### src/rtl/apb_master_ip.sv
`default_nettype none
// ============================================================================
//  Module      : apb_master_ip
//  Description : APB requester. Turns a valid/ready command into one APB
//                SETUP + ACCESS transfer and returns read data, or a timeout
//                flag, on a single-cycle response strobe.
//  Revision    : 1.0 - initial release
// ============================================================================
module apb_master_ip #(
    parameter int ADDR_WIDTH     = 32,
    parameter int DATA_WIDTH     = 32,
    parameter int TIMEOUT_CYCLES = 16
) (
    input  logic                  PCLK,
    input  logic                  PRESET,
    input  logic                  cmd_valid,
    output logic                  cmd_ready,
    input  logic                  cmd_write,
    input  logic [ADDR_WIDTH-1:0] cmd_addr,
    input  logic [DATA_WIDTH-1:0] cmd_wdata,
    output logic                  rsp_valid,
    output logic [DATA_WIDTH-1:0] rsp_rdata,
    output logic                  rsp_timeout,
    output logic [ADDR_WIDTH-1:0] PADDR,
    output logic [DATA_WIDTH-1:0] PWDATA,
    output logic                  PWRITE,
    output logic                  PSEL,
    output logic                  PENABLE,
    input  logic [DATA_WIDTH-1:0] PRDATA,
    input  logic                  PREADY
);

    // A timeout of 0 disables aborting; the counter then still needs 1 bit.
    localparam int CNT_W = (TIMEOUT_CYCLES > 0) ? $clog2(TIMEOUT_CYCLES + 1) : 1;

    localparam logic [CNT_W-1:0] c_timeout_lim = CNT_W'(TIMEOUT_CYCLES);
    localparam logic [CNT_W-1:0] c_cnt_one     = CNT_W'(1);
    localparam bit               c_timeout_en  = (TIMEOUT_CYCLES != 0);

    localparam logic [1:0] c_st_idle   = 2'd0;
    localparam logic [1:0] c_st_setup  = 2'd1;
    localparam logic [1:0] c_st_access = 2'd2;

    logic [1:0]            r_state;
    logic [1:0]            w_state_nxt;
    logic [CNT_W-1:0]      r_wait_cnt;
    logic [CNT_W-1:0]      w_cnt_inc;
    logic                  w_timeout_hit;
    logic                  w_accept;
    logic [ADDR_WIDTH-1:0] r_paddr;
    logic [DATA_WIDTH-1:0] r_pwdata;
    logic                  r_pwrite;
    logic                  r_rsp_valid;
    logic [DATA_WIDTH-1:0] r_rsp_rdata;
    logic                  r_rsp_timeout;

    assign w_accept      = (r_state == c_st_idle) && cmd_valid;
    assign w_cnt_inc     = r_wait_cnt + c_cnt_one;
    // Abort on the edge where this wait cycle would bring the count to the limit.
    assign w_timeout_hit = c_timeout_en && !PREADY && (w_cnt_inc == c_timeout_lim);

    // State register.
    always_ff @(posedge PCLK) begin
        if (PRESET) begin
            r_state <= c_st_idle;
        end else begin
            r_state <= w_state_nxt;
        end
    end

    // Next-state logic: IDLE -> SETUP -> ACCESS -> IDLE on ready or timeout.
    always_comb begin
        w_state_nxt = r_state;
        case (r_state)
            c_st_idle:   if (cmd_valid) w_state_nxt = c_st_setup;
            c_st_setup:  w_state_nxt = c_st_access;
            c_st_access: if (PREADY || w_timeout_hit) w_state_nxt = c_st_idle;
            default:     w_state_nxt = c_st_idle;
        endcase
    end

    // Command capture, wait counting and response generation.
    always_ff @(posedge PCLK) begin
        if (PRESET) begin
            r_paddr       <= '0;
            r_pwdata      <= '0;
            r_pwrite      <= 1'b0;
            r_wait_cnt    <= '0;
            r_rsp_valid   <= 1'b0;
            r_rsp_rdata   <= '0;
            r_rsp_timeout <= 1'b0;
        end else begin
            r_rsp_valid <= 1'b0;
            if (w_accept) begin
                r_paddr    <= cmd_addr;
                r_pwdata   <= cmd_wdata;
                r_pwrite   <= cmd_write;
                r_wait_cnt <= '0;
            end
            if (r_state == c_st_access) begin
                if (PREADY) begin
                    r_rsp_valid   <= 1'b1;
                    r_rsp_timeout <= 1'b0;
                    r_rsp_rdata   <= r_pwrite ? '0 : PRDATA;
                end else begin
                    r_wait_cnt <= w_cnt_inc;
                    if (w_timeout_hit) begin
                        r_rsp_valid   <= 1'b1;
                        r_rsp_timeout <= 1'b1;
                        r_rsp_rdata   <= '0;
                    end
                end
            end
        end
    end

    // Bus strobes decode directly from the state register so PENABLE can
    // never lead PSEL and both drop together on the same edge.
    assign PSEL        = (r_state != c_st_idle);
    assign PENABLE     = (r_state == c_st_access);
    assign cmd_ready   = (r_state == c_st_idle) && !PRESET;
    assign PADDR       = r_paddr;
    assign PWDATA      = r_pwdata;
    assign PWRITE      = r_pwrite;
    assign rsp_valid   = r_rsp_valid;
    assign rsp_rdata   = r_rsp_rdata;
    assign rsp_timeout = r_rsp_timeout;

endmodule
`default_nettype wire

### config.mk
export PLATFORM = sky130hd
export DESIGN_NAME = apb_master_ip
export DESIGN_NICKNAME = d
export VERILOG_FILES = /design/src/rtl/apb_master_ip.sv
export SDC_FILE = /design/constraint.sdc
export NUM_CORES = 1
export LEC_CHECK = 0
export CAP_MARGIN = 10
export CORE_MARGIN = 4
export CORE_UTILIZATION = 25
export DETAILED_ROUTE_END_ITERATION = 8
export PLACE_DENSITY = 0.64
export SKIP_CTS_REPAIR_TIMING = 1
export SYNTH_ARGS = -nofsm -noshare
export SYNTH_HDL_FRONTEND = slang
export SYNTH_SLANG_ARGS = --single-unit
### constraint.sdc
create_clock -name PCLK -period 1.8 [get_ports PCLK]
set_input_delay 0.45 -clock PCLK [delete_from_list [all_inputs] [get_ports PCLK]]
set_output_delay 0.45 -clock PCLK [all_outputs]
set_load 0.01 [all_outputs]
# == Yosys cells after proc, flatten, opt, wreduce, memory -nomap -nowiden ==
# Cells that the tools add are included.
# totals
wordCells,40
inputBits,101
ff_bits,106
out_inout_bits,102
# classes
n_eq_ne,5
reduce_logical,12
n_mux,13
n_bitwise,1
n_addsub,1
# op_table
op,n
32-bit 2-to-1 mux,3
5-bit 2-to-1 mux,3
2-bit case mux with 3 select lines,1
5-bit by 1-bit adder with 5-bit output (second input constant),1
5-bit equality test (second input constant),1
1-bit 2-to-1 mux,4
2-bit 2-to-1 mux,2
2-bit AND reduction,2
2-bit nonzero test,2
1-bit logical AND,3
2-bit by 1-bit equality test with 1-bit output (second input constant),1
2-bit equality test (second input constant),1
1-bit logical NOT,2
2-bit logical NOT,1
2-bit by 1-bit inequality test with 1-bit output (second input constant),1
2-bit inequality test (second input constant),1
2-bit OR reduction,1
1-bit logical OR,1
1-bit inverter,1

# == Longest topological paths before layout ==
# logic_depth
depth_word,6
ltp_mapped,6

# == Worst setup path after synthesis ==
# Ideal clock, no wire load.
# synth_timing
kind,register -> register
startpoint,register r_wait_cnt[0]
endpoint,register r_rsp_rdata[11] (netlist: rsp_rdata[11])
synth_period_minus_slack_ns,1.419
path_buffers,1
path_slack_ns,0.381
arrival_time_ns,1.302
required_ns,1.683
stages_incl_launch_ff,7
cell_sequence,dfxtp_1 > ha_1 > a21oi_1 > nor2_1 > o2bb2ai_4 > buf_6 > a22o_2
# synth_via
elab_chain_len,5
# synth_lines
element,line,text
"start, declared",46,logic [CNT_W-1:0] r_wait_cnt;
"start signal, assigned",106,r_wait_cnt <= w_cnt_inc;
5-bit by 1-bit adder with 5-bit output,58,assign w_cnt_inc = r_wait_cnt + c_cnt_one;
5-bit equality test,60,assign w_timeout_hit = c_timeout_en && !PREADY && (w_cnt_inc == c_timeout_lim);
1-bit logical AND,60,
2-bit nonzero test (no line),--,
2-bit AND reduction (no line),--,
"end signal, assigned",104,r_rsp_rdata <= r_pwrite ? '0 : PRDATA;
"end, declared",54,logic [DATA_WIDTH-1:0] r_rsp_rdata;
# Every way passes these cells.
# A chain may end at the register's enable or synchronous reset.

# == Final worst setup path ==
# layout_timing
startpoint,register r_rsp_rdata[15] (netlist: rsp_rdata[15])
endpoint,output port rsp_rdata[15]
# layout_rtl
element,line,text
"end, declared",22,"output logic [DATA_WIDTH-1:0] rsp_rdata,"
# No word-level cell between the ends.

==> reports/results.txt <==
status -> completed
CP arrival -> 1.28 ns
crit path buf inv count -> 1
met1 wire length -> 4660 um
final hold slack -> 0.456 ns
met2 routed WL -> 5700 um
htree depth -> 3
antenna viol nets, final -> 0
first-pass GRT wire length -> 16600 um
TritonRoute pass-1 iters -> 4
Root Buffer Master -> clkbuf_16
total power -> 5.55 mW
Rel. slew slack -> 68.7%
RSZ-0062 raised after global routing -> false
Die ar. -> 16900 sq um
final worst setup slack -> 0.0714 ns
share of layout cells above drive strength 1 -> 9.31%
number of antenna diodes -> 0
buffers added on ports -> 202
Post-synth EDFFs -> 0
synth warn -> 0
critical path type -> register to output port
Nets -> 709
Worst path slowest cell -> clkdlybuf4s50_1
async set-reset flop share out of synthesis -> 0%
total clock sinks -> 106
Area Growth Syn to Fin -> 70.2%
Worst-path clk slew -> 0.07 ns
share of the yosys chip area belonging to registers -> 57.1%
CP Cell Sequence -> clkdlybuf4s50_1
final instance area -> 6320 sq um
top sig layer -> met4
min-delay worst type -> register to register
vias -> 3526
Crit path largest cell delay -> 0.59 ns
met3 wire length -> 945 um
#FFs+latches synth -> 106
power density over the cells -> 877 nW/um^2
Lkg Pwr -> 2.39 nW
most frequent cells in the layout -> clkdlybuf4s50_1, nand2_1, dfxtp_1
gr ovfl total -> 0
initial antenna violation count -> 0
Placed Area -> 5960 sq um
Slew @ Worst Pin -> 0.468 ns
CP top delay family -> buffers and inverters
critical path fanouts, max -> 2
global placement routability congestion -> 0.737
Post-Syn Instances -> 409
post-layout util -> 43.5%
Max IR drop VDD -> 0.510 mV
Iter 0 DRT Violations -> 122
Final Max Tran Viols -> 0
largest net degree at the start of global routing -> 77
Setup violations, final -> 0
MaxCap Viol Count -> 0
setup TNS -> 0 ns
core area -> 14500 sq um
total CTS buffers -> 9
# IOs -> 203
final cell count without fillers -> 796
CP required -> 1.35 ns
Placed Cells -> 779
vias in the first global route -> 3340
pre-CTS setup slack -> -0.272 ns
# DRC -> 0
Post-Syn Nets -> 511
final worst path period need -> 1.73 ns
CTS tree -> built
# rows -> 44
Bufs on Longest Clock Path -> 2
WL final -> 11500 um
Clk Latency, worst-skew pair -> 0.35 ns
nature of the critical path endpoint -> output port
Clock Skew -> 0.00751 ns
HPWL after DPL -> 8330 um
final hold vios -> 0
Synth Flop Type -> dfxtp_1
syn_area_per_cell -> 9.08 sq um
Routed WL per cell -> 14.5 um
post-synthesis cell type count -> 30
chip height -> 130 um
Setup crit start kind -> register
commonest non-fill, non-tap cell in the layout -> clkdlybuf4s50_1
via/cell ratio -> 4.43
achievable frequency -> 0.578 GHz
post-route clock period utilization -> 96.0%
All-Layer GR Usage -> 12.5%
synthesized area -> 3710 sq um
die width -> 130 um
Starting Density -> 25.6%
## final timing paths
kind,from,to,slack (ns),cells after the start
max,rsp_rdata[15],rsp_rdata[15],0.07,1
min,PWDATA[15],PWDATA[15],0.46,2
max reg2reg,r_wait_cnt[0],rsp_rdata[23],0.16,5
min reg2reg,PWDATA[15],PWDATA[15],0.46,2
## sequential cells by signal, summed over array words and instances, names as in the netlist
name         count
PWDATA          32
rsp_valid        1
r_state          2
PWRITE           1
rsp_rdata       32
rsp_timeout      1
PADDR           32
r_wait_cnt       5
## logic make-up (layout without fill, tap and decap cells)
group,Yosys count,in the layout,share of synthesized area (%)
AOI/OAI and AO/OA,111,112,19.9
and+or+nand+nor,159,159,18.0
xor gates and xnor gates,2,2,0.472
DFF,106,106,57.1
buffers and inverters,30,232,4.18
adders and majority gates,1,1,0.337
## worst register-to-register path, delay by kind of cell, from the launching register on
family                   cells  cell delay [ns]
flip-flops                   1             0.43
adder cells (fa/ha/maj)      1             0.25
AND/OR/NAND/NOR              1             0.23
AO/OA/AOI/OAI                3             0.63
## Yosys cell counts, drive strengths merged, types with 2 or more instances
master | number | share of area (%)
nand2 | 134 | 14
buf | 21 | 3.3
nand2b | 2 | 0.54
nor3b | 2 | 0.67
dfxtp | 106 | 57
inv | 2 | 0.20
a21oi | 73 | 9.9
nor3 | 2 | 0.27
clkbuf | 7 | 0.71
nor2 | 12 | 1.2
o21a | 2 | 0.40
nand3 | 3 | 0.40
a22o | 32 | 8.2
## where the power goes
part           leakage [nW]  internal [mW]  switching (mW)
logic                  1.37          0.503           0.365
clock network         0.157           1.27           0.887
registers             0.865           2.46          0.0613
## area by class of cell
class	instances	area [sq um]
inverters	2	7.51
flip-flops and latches	106	2120
well taps	184	230
clock buffers	11	243
fillers	1393	8210
clock inverters	5	85.1
multi-input cells	274	1480
repair buffers	214	2160
## metal layers
metal,global-route usage [%],vias to the layer above
li1,-,1766
met1,13.6,1623
met2,21.7,121
met3,5.77,16
met4,4.16,0
met5,0,-
Power figures use the tool's default switching activity.
